**src/rtl/cdb_writeback_if.sv**
```systemverilog
// cdb_writeback_if: issue, add/mul result channels, CDB broadcast and register write port
// master: drives issue and result channels, observes ready/CDB/register write/busyMask
// slave:  the writeback unit side of the same signals
interface cdb_writeback_if #(
    parameter int TAGW = 3,
    parameter int DW = 16
);
    logic            issueValid;
    logic [2:0]      issueDest;
    logic [TAGW-1:0] issueTag;
    logic            addValid;
    logic [TAGW-1:0] addTag;
    logic [DW-1:0]   addResult;
    logic            addReady;
    logic            mulValid;
    logic [TAGW-1:0] mulTag;
    logic [DW-1:0]   mulResult;
    logic            mulReady;
    logic            cdbValid;
    logic [TAGW-1:0] cdbTag;
    logic [DW-1:0]   cdbData;
    logic            regWriteEnable;
    logic [2:0]      regDataAddress;
    logic [DW-1:0]   regDataIn;
    logic [5:0]      busyMask;

    modport master (
        output issueValid, issueDest, issueTag,
        output addValid, addTag, addResult, mulValid, mulTag, mulResult,
        input  addReady, mulReady, cdbValid, cdbTag, cdbData,
        input  regWriteEnable, regDataAddress, regDataIn, busyMask
    );

    modport slave (
        input  issueValid, issueDest, issueTag,
        input  addValid, addTag, addResult, mulValid, mulTag, mulResult,
        output addReady, mulReady, cdbValid, cdbTag, cdbData,
        output regWriteEnable, regDataAddress, regDataIn, busyMask
    );
endinterface

```
**src/rtl/cdb_writeback.sv**
```systemverilog
// cdb_writeback: arbitrates add/mul results onto the CDB and retires them into the FP register file
// Ports: clock, reset (synchronous, active-high); bus (slave) carries the issue request,
// the add/mul result channels with ready, the CDB broadcast, the register write port and busyMask.
module cdb_writeback #(
    parameter int TAGW = 3,
    parameter int DW = 16
) (
    input logic            clock,
    input logic            reset,
    cdb_writeback_if.slave bus
);
    logic [TAGW-1:0] qi [1:6];
    logic            add_full, mul_full, ptr_mul;
    logic [TAGW-1:0] add_tag, mul_tag, win_tag;
    logic [DW-1:0]   add_data, mul_data, win_data;
    logic            win_add, win_mul, win, hit, iss, wr;
    logic [2:0]      hit_reg;

    assign bus.addReady = !add_full;
    assign bus.mulReady = !mul_full;

    always_comb begin
        win_add = add_full && (!mul_full || !ptr_mul);
        win_mul = mul_full && !win_add;
        win = win_add || win_mul;
        win_tag = win_add ? add_tag : mul_tag;
        win_data = win_add ? add_data : mul_data;
        iss = bus.issueValid && bus.issueDest >= 3'd1 && bus.issueDest <= 3'd6 && bus.issueTag != '0;
        hit = 1'b0;
        hit_reg = 3'd0;
        // descending scan leaves the lowest matching register
        for (int r = 6; r >= 1; r--) begin
            if (win && qi[r] == win_tag) begin
                hit = 1'b1;
                hit_reg = 3'(r);
            end
        end
        // a same-edge issue to the matched register takes ownership; its stale value is not written
        wr = hit && !(iss && bus.issueDest == hit_reg);
        bus.busyMask = '0;
        for (int r = 1; r <= 6; r++) bus.busyMask[r-1] = qi[r] != '0;
    end

    always_ff @(posedge clock) begin
        if (reset) begin
            for (int r = 1; r <= 6; r++) qi[r] <= '0;
            add_full <= 1'b0;
            mul_full <= 1'b0;
            ptr_mul <= 1'b0;
            bus.cdbValid <= 1'b0;
            bus.cdbTag <= '0;
            bus.cdbData <= '0;
            bus.regWriteEnable <= 1'b0;
            bus.regDataAddress <= '0;
            bus.regDataIn <= '0;
        end else begin
            for (int r = 1; r <= 6; r++) begin
                if (iss && bus.issueDest == 3'(r))
                    qi[r] <= bus.issueTag;
                else if (win && qi[r] == win_tag)
                    qi[r] <= '0;
            end
            if (win_add)
                add_full <= 1'b0;
            else if (bus.addValid && !add_full && bus.addTag != '0) begin
                add_full <= 1'b1;
                add_tag <= bus.addTag;
                add_data <= bus.addResult;
            end
            if (win_mul)
                mul_full <= 1'b0;
            else if (bus.mulValid && !mul_full && bus.mulTag != '0) begin
                mul_full <= 1'b1;
                mul_tag <= bus.mulTag;
                mul_data <= bus.mulResult;
            end
            // priority only rotates on a real conflict; an uncontested win leaves it alone
            if (add_full && mul_full) ptr_mul <= !ptr_mul;
            bus.cdbValid <= win;
            if (win) begin
                bus.cdbTag <= win_tag;
                bus.cdbData <= win_data;
            end
            bus.regWriteEnable <= wr;
            if (wr) begin
                bus.regDataAddress <= hit_reg;
                bus.regDataIn <= win_data;
            end
        end
    end
endmodule
```
**src/flat_wrapper.sv**
```systemverilog
// flat-port wrapper written by rule: the top's interface ports become plain ports
module cdb_writeback_flat 
#(
    parameter int TAGW = 3,
    parameter int DW = 16
)
  (clock, reset, bus_issueValid, bus_issueDest, bus_issueTag, bus_addValid, bus_addTag, bus_addResult, bus_mulValid, bus_mulTag, bus_mulResult, bus_addReady, bus_mulReady, bus_cdbValid, bus_cdbTag, bus_cdbData, bus_regWriteEnable, bus_regDataAddress, bus_regDataIn, bus_busyMask);
  cdb_writeback_if #(.TAGW(TAGW), .DW(DW)) bus_i ();
  input logic clock;
  input logic reset;
  input wire logic [$bits(bus_i.issueValid)-1:0] bus_issueValid;
  input wire logic [$bits(bus_i.issueDest)-1:0] bus_issueDest;
  input wire logic [$bits(bus_i.issueTag)-1:0] bus_issueTag;
  input wire logic [$bits(bus_i.addValid)-1:0] bus_addValid;
  input wire logic [$bits(bus_i.addTag)-1:0] bus_addTag;
  input wire logic [$bits(bus_i.addResult)-1:0] bus_addResult;
  input wire logic [$bits(bus_i.mulValid)-1:0] bus_mulValid;
  input wire logic [$bits(bus_i.mulTag)-1:0] bus_mulTag;
  input wire logic [$bits(bus_i.mulResult)-1:0] bus_mulResult;
  output wire logic [$bits(bus_i.addReady)-1:0] bus_addReady;
  output wire logic [$bits(bus_i.mulReady)-1:0] bus_mulReady;
  output wire logic [$bits(bus_i.cdbValid)-1:0] bus_cdbValid;
  output wire logic [$bits(bus_i.cdbTag)-1:0] bus_cdbTag;
  output wire logic [$bits(bus_i.cdbData)-1:0] bus_cdbData;
  output wire logic [$bits(bus_i.regWriteEnable)-1:0] bus_regWriteEnable;
  output wire logic [$bits(bus_i.regDataAddress)-1:0] bus_regDataAddress;
  output wire logic [$bits(bus_i.regDataIn)-1:0] bus_regDataIn;
  output wire logic [$bits(bus_i.busyMask)-1:0] bus_busyMask;
  assign bus_i.issueValid = bus_issueValid;
  assign bus_i.issueDest = bus_issueDest;
  assign bus_i.issueTag = bus_issueTag;
  assign bus_i.addValid = bus_addValid;
  assign bus_i.addTag = bus_addTag;
  assign bus_i.addResult = bus_addResult;
  assign bus_i.mulValid = bus_mulValid;
  assign bus_i.mulTag = bus_mulTag;
  assign bus_i.mulResult = bus_mulResult;
  assign bus_addReady = bus_i.addReady;
  assign bus_mulReady = bus_i.mulReady;
  assign bus_cdbValid = bus_i.cdbValid;
  assign bus_cdbTag = bus_i.cdbTag;
  assign bus_cdbData = bus_i.cdbData;
  assign bus_regWriteEnable = bus_i.regWriteEnable;
  assign bus_regDataAddress = bus_i.regDataAddress;
  assign bus_regDataIn = bus_i.regDataIn;
  assign bus_busyMask = bus_i.busyMask;
  cdb_writeback #(.TAGW(TAGW), .DW(DW)) u_core (.clock(clock), .reset(reset), .bus(bus_i));
endmodule
```
**config.mk**
```make
export PLATFORM = sky130hd
export DESIGN_NAME = cdb_writeback_flat
export DESIGN_NICKNAME = d
export VERILOG_FILES = /design/src/rtl/cdb_writeback_if.sv /design/src/rtl/cdb_writeback.sv /design/src/flat_wrapper.sv
export SDC_FILE = /design/constraint.sdc
export NUM_CORES = 1
export LEC_CHECK = 0
export BUFFER_PORTS_ARGS = -buffer_cell sky130_fd_sc_hd__buf_2
export CORE_ASPECT_RATIO = 1.1
export CORE_UTILIZATION = 43
export DETAILED_ROUTE_END_ITERATION = 16
export PLACE_DENSITY = 0.63
export SLEW_MARGIN = 30
export SYNTH_ARGS = -nofsm -noshare
export SYNTH_HDL_FRONTEND = slang
export SYNTH_SLANG_ARGS = --single-unit
export TNS_END_PERCENT = 5
```
**constraint.sdc**
```tcl
create_clock -name clock -period 5.3 [get_ports clock]
set_clock_uncertainty 0.1 [all_clocks]
set_input_delay 0.795 -clock clock [delete_from_list [all_inputs] [get_ports clock]]
set_output_delay 0.795 -clock clock [all_outputs]
set_load 0.01 [all_outputs]
```
==> qor.log, run 1 <==
INFO  power_and_ir_drop power.density=324nW/um^2
INFO  worst_setup_path timing.critical_path.slowest_stage_cell=a21bo_2
INFO  die            die_area=10900um^2
INFO  drt            detailedRoute.firstIterationViolations=129
INFO  finish         antennaDiodeCount=0
INFO  worst_setup_path path_cells=a21bo_2 -> nor3b_1 -> nor4_4 -> a222oi_1 -> or4_1 -> a221o_1 -> a21o_1 -> buf_4 -> a21oi_1 -> a311oi_2
INFO  logic_synthesis synthesis.area_per_instance=12.1um^2
INFO  clocking       clk_latency=0.37ns
INFO  drt            wl_per_cell=16.2um
INFO  logic_synthesis yosysSeqAreaShare=56.4%
INFO  clocking       numCtsBuffers=9
INFO  clocking       path_clk_slew=0.10ns
INFO  sta            period_share=72.7%
INFO  die            io-pin-count=97
INFO  sta            grt_setup_unrepaired=no
INFO  power_and_ir_drop peakVddDrop=0.000145V
INFO  sta            final.setup.tns=0ns
INFO  logic_synthesis yosysMostFrequentCell=edfxtp_1
INFO  sta            timing.final.hold_violations=0
INFO  logic_synthesis synth_top_cells_by_area=edfxtp_1 (37%), dfxtp_1 (19%), a311oi_2 (5.0%), mux2i_1 (3.8%), xnor2_1 (3.5%)
INFO  power_and_ir_drop p_leak=2.09nW
INFO  logic_synthesis synth-compound-area-share=18.4%
INFO  clocking       ctsLongestPathBuffers=2
INFO  run_status     outcome=completed
INFO  drt            route.final.wire_length=9770um
INFO  drt            vias=3253
INFO  worst_setup_path cp_max_fo=37
INFO  global_route   grt_overflow=0
INFO  global_route   grt_use_total=18.7%
INFO  finish         fillerInstances=899
INFO  logic_synthesis synth_area=4510um^2
INFO  sta            setup_viol=0
INFO  global_route   grt_first_pass_wirelength=15500um
INFO  finish         finalCoreUtilization=52.4%
INFO  global_route   grt_antenna_before_repair=0
INFO  logic_synthesis synth_adder_area_share=0%
INFO  sta            tightestPinTransition=0.813ns
INFO  worst_setup_path critical_path_required=5.43ns
INFO  global_route   use_met2=31.0%
INFO  finish         post_route_cells_drive_above_1_share=30.4%
INFO  drt            drt_pre_antenna_iters=5
INFO  logic_synthesis cell_taking_the_most_area_after_synthesis=edfxtp_1
INFO  sta            fin_crit=3.85ns
INFO  placed_design  finalWeightedCongestion=0.797
INFO  worst_setup_path timing.critical_path.to_type=flop
INFO  logic_synthesis synth_xor_area_share=4.28%
INFO  hold_path      worstHoldPathType=reg -> reg
INFO  finish         num-nets-final=508
INFO  logic_synthesis syn-instance-count=372
INFO  die            fp.coreArea=10000um^2
INFO  clocking       htreeDepth=3
INFO  drt            antenna_violation_net_count_after_detailed_routing=0
INFO  logic_synthesis edff_count_synth=56
INFO  logic_synthesis synth_fp_nets=421
INFO  clocking       ctsHoldBuffers=0
INFO  sta            clock.fmax=0.260GHz
INFO  logic_synthesis postSynthRegisterBits=99
INFO  die            initial_core_utilization=44.9%
INFO  die            row_count=38
INFO  logic_synthesis synth.cells.most_frequent=edfxtp_1 (56), dfxtp_1 (43), a21oi_1 (27), nor2_1 (27), a211oi_1 (19)
INFO  worst_setup_path crit_family=compound AO/OA/AOI/OAI gates
INFO  drt            route.detailed.drc=0
INFO  placed_design  detailed_place_hpwl=6980um
INFO  global_route   global_route.peak_usage_layer=met2
INFO  clocking       post-cts-setup-buffers=0
INFO  die            height_of_the_die=109um
INFO  worst_setup_path cp.arrival=3.98ns
INFO  logic_synthesis synth_flop_cell=edfxtp_1
INFO  placed_design  io_buffers=96
INFO  clocking       clk_root_buffer_cell=clkbuf_8
INFO  global_route   groute.layer.met1.usage=23.4%
INFO  logic_synthesis yosysTopAreaCellShare=37.3%
INFO  worst_setup_path critPathMaxStageDelay=0.69ns
INFO  worst_setup_path setup.worst_path.start_class=flop
INFO  worst_setup_path criticalPathCategory=reg -> reg
INFO  logic_synthesis synthArstFlopShare=0%
INFO  clocking       cts_resized=0
INFO  logic_synthesis synth.lib_cells_used.distinct=57
INFO  clocking       clock_sinks=99
INFO  logic_synthesis synth-simple-area-share=12.6%
INFO  drt            route.detailed.vias_per_inst=5.39
INFO  sta            timing.slew.headroom=45.6%
INFO  logic_synthesis synth_warnings=0
INFO  finish         area_delta_synth_final=16.7%
INFO  clocking       clock_tree_from_tritoncts=done
INFO  die            overall_die_width=99.6um
INFO  sta            final-max-slew-violation-count=0
INFO  logic_synthesis synth_top_family_by_area=compound AO/OA/AOI/OAI gates
INFO  worst_setup_path cp.buffers_inverters=1
INFO  global_route   grt_max_degree=39
INFO  global_route   grt_use_met3=4.64%
INFO  logic_synthesis synth_mux_area_share=4.53%
INFO  flow_run       drv.max_cap_violation_count=0
INFO  global_route   grt_pass1_vias=3124
==> metrics by stage <==
stage	hold slack, ns	instance area (um^2)	setup WS (ns)	std cells	power (mW)
2_1_floorplan	0.385	4510	1.66	372	1.16
3_3_place_gp	0.365	5070	1.65	588	1.26
3_5_place_dp	0.370	5070	1.49	588	1.27
4_1_cts	0.384	5260	1.47	604	1.72
5_1_grt	0.412	5260	1.13	604	1.79
6_report	0.380	5260	1.45	604	1.70
==> registers in the layout (all words and copies together), names as in the netlist <==
name / cells
u_core.qi: 18
u_core.add_data: 16
u_core.bus.cdbData: 16
u_core.bus.regDataIn: 16
u_core.mul_data: 16
u_core.add_tag: 3
u_core.bus.cdbTag: 3
u_core.bus.regDataAddress: 3
u_core.mul_tag: 3
u_core.add_full: 1
u_core.bus.cdbValid: 1
u_core.bus.regWriteEnable: 1
u_core.mul_full: 1
u_core.ptr_mul: 1
==> path summary, 6_finish.rpt <==
| kind | start | end | slack [ns] | depth (start not counted) |
|---|---|---|---|---|
| max | u_core.mul_full$_SDFFE_PP0P_ | u_core.bus.regDataIn[6]$_SDFFE_PP0P_ | 1.45 | 10 |
| min | u_core.bus.regDataAddress[1]$_SDFFE_PP0P_ | u_core.bus.regDataAddress[1]$_SDFFE_PP0P_ | 0.38 | 2 |
| max reg2reg | u_core.mul_full$_SDFFE_PP0P_ | u_core.bus.regDataIn[6]$_SDFFE_PP0P_ | 1.45 | 10 |
| min reg2reg | u_core.bus.regDataAddress[1]$_SDFFE_PP0P_ | u_core.bus.regDataAddress[1]$_SDFFE_PP0P_ | 0.38 | 2 |
==> power by group <==
group / switching, mW / internal (mW) / total [mW]
logic: 0.188 / 0.139 / 0.326
clock network: 0.274 / 0.178 / 0.452
registers: 0.0453 / 0.879 / 0.925
total: 0.507 / 1.20 / 1.70
==> layout make-up <==
| class | instances | area, um^2 | share of cell area, % |
|---|---|---|---|
| Timing Repair Buffer | 102 | 526 | 9.99 |
| Clock inverter | 7 | 62.6 | 1.19 |
| Tap cell | 140 | 175 | 3.33 |
| Multi-Input combinational cell | 240 | 1800 | 34.3 |
| Inverter | 7 | 26.3 | 0.500 |
| Clock buffer | 9 | 124 | 2.36 |
| Sequential cell | 99 | 2540 | 48.3 |
==> worst min-delay path, stage by stage, from the launching register on <==
cell and delay [ns]:
dfxtp_1 0.32, o21ai_0 0.06, a21oi_1 0.06
==> per-layer routing <==
metal | part of all wire, % | vias to the layer above
li1 | - | 1598
met1 | 44 | 1534
met2 | 49 | 100
met3 | 5.1 | 21
met4 | 2.2 | 0
met5 | 0 | -
==> kinds of logic (layout without fill, tap and decap cells) <==
kind of cell,after synthesis,count (layout)
and+or+nand+nor,100,100
AOI/OAI and AO/OA,99,99
DFF,99,99
buffers and inverters,33,125
xor gates and xnor gates,22,22
muxes,19,19
==> cells in the final DEF (no fill, tap or decap), types with 12 or more instances in the layout <==
cell type and instances:
buf_2 96, edfxtp_1 56, dfxtp_1 43, a21oi_1 27, nor2_1 27, a211oi_1 19
xnor2_1 18, mux2i_1 17, and3_1 16, a311oi_2 15, nand2b_1 12
(Power assumes the default switching activity.)
==> run 2, diff against run 1 <==
Clock period 5.3 ns to 3.8 ns, I/O delays scaled along.
==> qor.log, run 2 (synthesis results as in run 1) <==
INFO  power_and_ir_drop finalPower=2.58mW [+52%]
INFO  sta            grt_setup_unrepaired=no
INFO  global_route   grt_pass1_vias=3087 [-1.2%]
INFO  finish         area_delta_synth_final=19.2%
INFO  die            overall_die_width=99.6um [unchanged]
INFO  drt            wl_per_cell=16.1um [-0.71%]
INFO  clocking       cts_resized=0 [unchanged]
INFO  finish         number_of_flip_flops_in_the_largest_register=18 [unchanged]
INFO  global_route   grt_overflow=0 [unchanged]
INFO  clocking       clk_root_buffer_cell=clkbuf_8
INFO  sta            setup_viol=0 [unchanged]
INFO  sta            final-max-slew-violation-count=0 [unchanged]
INFO  finish         antennaDiodeCount=0 [unchanged]
INFO  finish         post_route_cells_drive_above_1_share=31.3% [+0.96 points]
INFO  power_and_ir_drop power.density=480nW/um^2 [+48%]
INFO  finish         regMostFlops=u_core.qi
INFO  drt            vias=3238 [-0.46%]
INFO  finish         layout_commonest_cell=buf_2
INFO  sta            timing.slew.headroom=45.3% [-0.33 points]
INFO  sta            timing.final.hold_violations=0 [unchanged]
INFO  finish         finalCoreUtilization=53.5% [+1.1 points]
INFO  clocking       htreeDepth=3 [unchanged]
INFO  power_and_ir_drop peakVddDrop=0.000226V [+56%]
INFO  placed_design  dp_worst_setup_slack=0.290ns [-1.20 ns]
INFO  global_route   grt_antenna_before_repair=0 [unchanged]
INFO  worst_setup_path regToRegSetupSlack=0.30ns [-1.15 ns]
INFO  clocking       clock_tree_from_tritoncts=done
INFO  drt            detailedRoute.firstIterationViolations=132 [+2.3%]
INFO  worst_setup_path criticalPathCategory=reg -> reg
INFO  flow_run       drv.max_cap_violation_count=0 [unchanged]
INFO  placed_design  detailed_place_hpwl=7130um [+2.1%]
INFO  drt            drt_pre_antenna_iters=4 [-1]
INFO  worst_setup_path cp_max_fo=37 [unchanged]
INFO  clocking       numCtsBuffers=9 [unchanged]
INFO  worst_setup_path critical_path_required=3.99ns [-1.44 ns]
INFO  sta            fin_crit=3.50ns [-0.347 ns]
INFO  clocking       path_clk_slew=0.10ns [about the same]
INFO  drt            antenna_violation_net_count_after_detailed_routing=0 [unchanged]
INFO  placed_design  io_buffers=96 [unchanged]
INFO  worst_setup_path timing.critical_path.to_type=flop
INFO  die            die_area=10900um^2 [unchanged]
INFO  die            fp.coreArea=10000um^2 [unchanged]
INFO  die            initial_core_utilization=44.9% [unchanged]
INFO  die            height_of_the_die=109um [unchanged]
INFO  clocking       post-cts-setup-buffers=0 [unchanged]
INFO  sta            final.setup.tns=0ns [unchanged]
INFO  clocking       ctsLongestPathBuffers=2 [unchanged]
INFO  sta            period_share=92.2% [+20 points]
INFO  global_route   grt_first_pass_wirelength=15500um [-0.32%]
INFO  sta            timing.hold.ws=0.267ns [-0.113 ns]
INFO  run_status     outcome=completed
INFO  die            io-pin-count=97 [unchanged]
INFO  hold_path      worstHoldPathType=in -> reg
INFO  sta            final_critical_path_setup_slack=0.297ns [-1.15 ns]
INFO  finish         num-nets-final=513 [+0.98%]
INFO  finish         layout.cells.most_common_list=buf_2 (96), edfxtp_1 (56), dfxtp_1 (43)
INFO  clocking       ctsHoldBuffers=0 [unchanged]
INFO  die            row_count=38 [unchanged]
INFO  drt            route.detailed.vias_per_inst=5.32 [-1.3%]
INFO  global_route   grt_use_total=18.8% [+0.11 points]
INFO  clocking       clk_latency=0.37ns [about the same]
INFO  power_and_ir_drop p_leak=2.15nW [+3.0%]
INFO  placed_design  finalWeightedCongestion=0.820 [+2.9%]
INFO  global_route   grt_max_degree=38 [-2.6%]
INFO  sta            tightestPinTransition=0.811ns [-0.00285 ns]
INFO  drt            route.final.wire_length=9780um [+0.11%]
INFO  worst_setup_path cp.arrival=3.69ns [-0.29 ns]
INFO  drt            route.detailed.drc=0 [unchanged]
INFO  clocking       clock_sinks=99 [unchanged]
INFO  sta            clock.fmax=0.285GHz [+9.9%]
INFO  worst_setup_path setup.worst_path.start_class=flop
run 2: final timing paths:
check                           cells past startpoint                                 startpoint                                   endpoint
worst max register to register                     11               u_core.add_full$_SDFFE_PP0P_      u_core.bus.regDataIn[13]$_SDFFE_PP0P_
worst min register to register                      2  u_core.bus.regDataAddress[1]$_SDFFE_PP0P_  u_core.bus.regDataAddress[1]$_SDFFE_PP0P_
worst min-delay path                                1                           bus_addResult[6]               u_core.add_data[6]$_DFFE_PP_
worst max-delay path                               11               u_core.add_full$_SDFFE_PP0P_      u_core.bus.regDataIn[13]$_SDFFE_PP0P_
run 2: cell type report:
cell class,count,area [um^2]
clock buffer,9,124
tap,140,175
sequential,99,2540
timing repair buffer,107,567
clock inverter,7,133
fill,871,4660
multi-input combinational,240,1800
inverter,7,26.3
run 2: metal layers:
| layer | up-vias | share of wire (%) | track usage (%) |
|---|---|---|---|
| met5 | - | 0 | 0 |
| met4 | 0 | 2.3 | 8.51 |
| met3 | 15 | 5.0 | 4.13 |
| met2 | 97 | 49 | 31.4 |
| met1 | 1518 | 44 | 23.5 |
| li1 | 1608 | - | - |
run 2: stage by stage:
step                area [um^2]  cells
floorplan                  4510    372
global placement           5110    593
detailed placement         5110    593
CTS                        5370    609
global route               5370    609
finish                     5370    609
run 2: report_power, final:
group | total (mW) | switching, mW | internal (mW)
logic | 0.464 | 0.265 | 0.199
clock network | 0.831 | 0.383 | 0.448
registers | 1.29 | 0.0589 | 1.23
total | 2.58 | 0.707 | 1.87
run 2: worst max-delay path, stage by stage, from the launching register on:
cell and delay, ns:
dfxtp_1 0.45, a21boi_4 0.38, mux2i_4 0.42, xor2_1 0.34
a222oi_1 0.17, buf_4 0.19, o31a_1 0.23, o2111ai_1 0.26
a21o_1 0.17, buf_6 0.29, a21oi_1 0.14, a311oi_2 0.24
==> run 3, diff against run 2 <==
Settings changed: TNS_END_PERCENT 5 to 20.
Clock period 3.8 ns to 3.7 ns, I/O delays scaled along.
==> qor.log, run 3 (synthesis results as in run 1) <==
INFO  die            io-pin-count=97 [unchanged]
INFO  clocking       htreeDepth=3 [unchanged]
INFO  finish         number_of_flip_flops_in_the_largest_register=18 [unchanged]
INFO  global_route   grt_first_pass_wirelength=15500um [+0.54%]
INFO  drt            detailedRoute.firstIterationViolations=158 [+20%]
INFO  clocking       clock_tree_from_tritoncts=done
INFO  clocking       numCtsBuffers=9 [unchanged]
INFO  clocking       post-cts-setup-buffers=0 [unchanged]
INFO  worst_setup_path setup.worst_path.start=u_core.add_full$_SDFFE_PP0P_
INFO  run_status     outcome=completed
INFO  sta            timing.final.hold_violations=0 [unchanged]
INFO  hold_path      worstHoldPathType=in -> reg
INFO  power_and_ir_drop peakVddDrop=0.000351V [+55%]
INFO  sta            grt_setup_unrepaired=no
INFO  drt            drt_pre_antenna_iters=4 [unchanged]
INFO  die            fp.coreArea=10000um^2 [unchanged]
INFO  global_route   grt_pass1_vias=3142 [+1.8%]
INFO  global_route   grt_antenna_before_repair=0 [unchanged]
INFO  worst_setup_path cp.arrival=3.53ns [-0.16 ns]
INFO  worst_setup_path crit_family=compound AO/OA/AOI/OAI gates
INFO  sta            setup_viol=0 [unchanged]
INFO  sta            period_share=91.6% [-0.62 points]
INFO  worst_setup_path timing.rr.start=u_core.add_full$_SDFFE_PP0P_
INFO  power_and_ir_drop power.density=463nW/um^2 [-3.6%]
INFO  power_and_ir_drop p_leak=2.14nW [-0.55%]
INFO  clocking       clk_root_buffer_cell=clkbuf_8
INFO  sta            fin_crit=3.39ns [-0.115 ns]
INFO  clocking       clock_sinks=99 [unchanged]
INFO  placed_design  io_buffers=96 [unchanged]
INFO  finish         antennaDiodeCount=0 [unchanged]
INFO  finish         area_delta_synth_final=18.4%
INFO  finish         layout.cells.most_common_list=buf_2 (96), edfxtp_1 (56), dfxtp_1 (43)
INFO  drt            route.detailed.vias_per_inst=5.29 [-0.48%]
INFO  drt            antenna_violation_net_count_after_detailed_routing=0 [unchanged]
INFO  placed_design  detailed_place_hpwl=7170um [+0.57%]
INFO  flow_run       drv.max_cap_violation_count=0 [unchanged]
INFO  clocking       ctsHoldBuffers=0 [unchanged]
INFO  clocking       clk_latency=0.37ns [about the same]
INFO  worst_setup_path critical_path_required=3.85ns [-0.14 ns]
INFO  finish         layout_commonest_cell=buf_2
INFO  drt            route.final.wire_length=9670um [-1.1%]
INFO  die            die_area=10900um^2 [unchanged]
INFO  worst_setup_path criticalPathCategory=reg -> reg
INFO  clocking       cts_resized=0 [unchanged]
INFO  clocking       path_clk_slew=0.09ns [about the same]
INFO  worst_setup_path timing.critical_path.to_type=flop
INFO  drt            vias=3233 [-0.15%]
INFO  worst_setup_path critPathMaxStageDelay=0.44ns [about the same]
INFO  placed_design  finalWeightedCongestion=0.825 [+0.54%]
INFO  worst_setup_path timing.critical_path.slowest_stage_cell=dfxtp_1
INFO  worst_setup_path cp.buffers_inverters=2 [unchanged]
INFO  worst_setup_path cp_max_fo=28 [-24%]
INFO  die            overall_die_width=99.6um [unchanged]
INFO  sta            clock.fmax=0.295GHz [+3.4%]
INFO  die            initial_core_utilization=44.9% [unchanged]
INFO  sta            tightestPinTransition=0.772ns [-0.0386 ns]
INFO  finish         regMostFlops=u_core.qi
INFO  finish         num-nets-final=515 [+0.39%]
INFO  drt            wl_per_cell=15.8um [-1.5%]
INFO  finish         post_route_cells_drive_above_1_share=31.4% [+0.079 points]
INFO  die            row_count=38 [unchanged]
INFO  global_route   grt_max_degree=40 [+5.3%]
INFO  sta            timing.slew.headroom=47.9% [+2.6 points]
INFO  global_route   grt_overflow=0 [unchanged]
INFO  die            height_of_the_die=109um [unchanged]
INFO  sta            final-max-slew-violation-count=0 [unchanged]
INFO  sta            final.setup.tns=0ns [unchanged]
INFO  hold_path      worst_hold_startpoint=bus_mulResult[12]
INFO  worst_setup_path setup.worst_path.start_class=flop
INFO  clocking       ctsLongestPathBuffers=2 [unchanged]
INFO  drt            route.detailed.drc=0 [unchanged]
INFO  global_route   grt_use_total=19.0% [+0.16 points]
INFO  sta            timing.hold.ws=0.251ns [-0.0165 ns]
INFO  worst_setup_path path_cells=a21boi_4 -> buf_4 -> a32oi_1 -> nor4_1 -> a222oi_1 -> or4_1 -> a221o_1 -> a21o_2 -> buf_12 -> a21oi_1 -> a311oi_2
## run 3: cell type report
| cell class | instances | area [um^2] |
|---|---|---|
| inverters | 7 | 26.3 |
| flip-flops and latches | 99 | 2540 |
| repair buffers | 109 | 591 |
| clock inverters | 3 | 26.3 |
| clock buffers | 13 | 170 |
| fillers | 874 | 4700 |
| multi-input cells | 240 | 1800 |
| well taps | 140 | 175 |
## run 3: layer usage
| layer | wire (um) | GRT usage, % |
|---|---|---|
| met5 | 0 | 0 |
| met4 | 92 | 5.15 |
| met3 | 592 | 6.17 |
| met2 | 4810 | 32.2 |
| met1 | 4180 | 23.3 |
## run 3: worst paths after layout
kind,endpoint,slack [ns],cells after the start
setup reg to reg,u_core.bus.regDataIn[6]$_SDFFE_PP0P_,0.31,11
setup / recovery,u_core.bus.regDataIn[6]$_SDFFE_PP0P_,0.31,11
hold / removal,u_core.mul_data[12]$_DFFE_PP_,0.25,1
hold reg to reg,u_core.bus.regDataAddress[1]$_SDFFE_PP0P_,0.39,2
## run 3: where the power goes
group | leakage, nW | switching, mW | internal (mW)
Sequential | 0.897 | 0.0609 | 1.26
Combinational | 1.14 | 0.272 | 0.207
Clock | 0.0998 | 0.362 | 0.311
## run 3: through the flow
stage / cell area (um^2) / cells / setup WS, ns / power [mW] / utilization [%]
final: 5340 / 611 / 0.312 / 2.47 / 53.2
after global routing: 5340 / 611 / 0.111 / 2.60 / 53.2
after CTS: 5330 / 611 / 0.195 / 2.50 / 53.2
after detailed placement: 5140 / 595 / 0.182 / 1.83 / 51.2
after global placement: 5140 / 595 / 0.391 / 1.81 / 51.2
after floorplan: 4510 / 372 / 0.302 / 1.66 / -
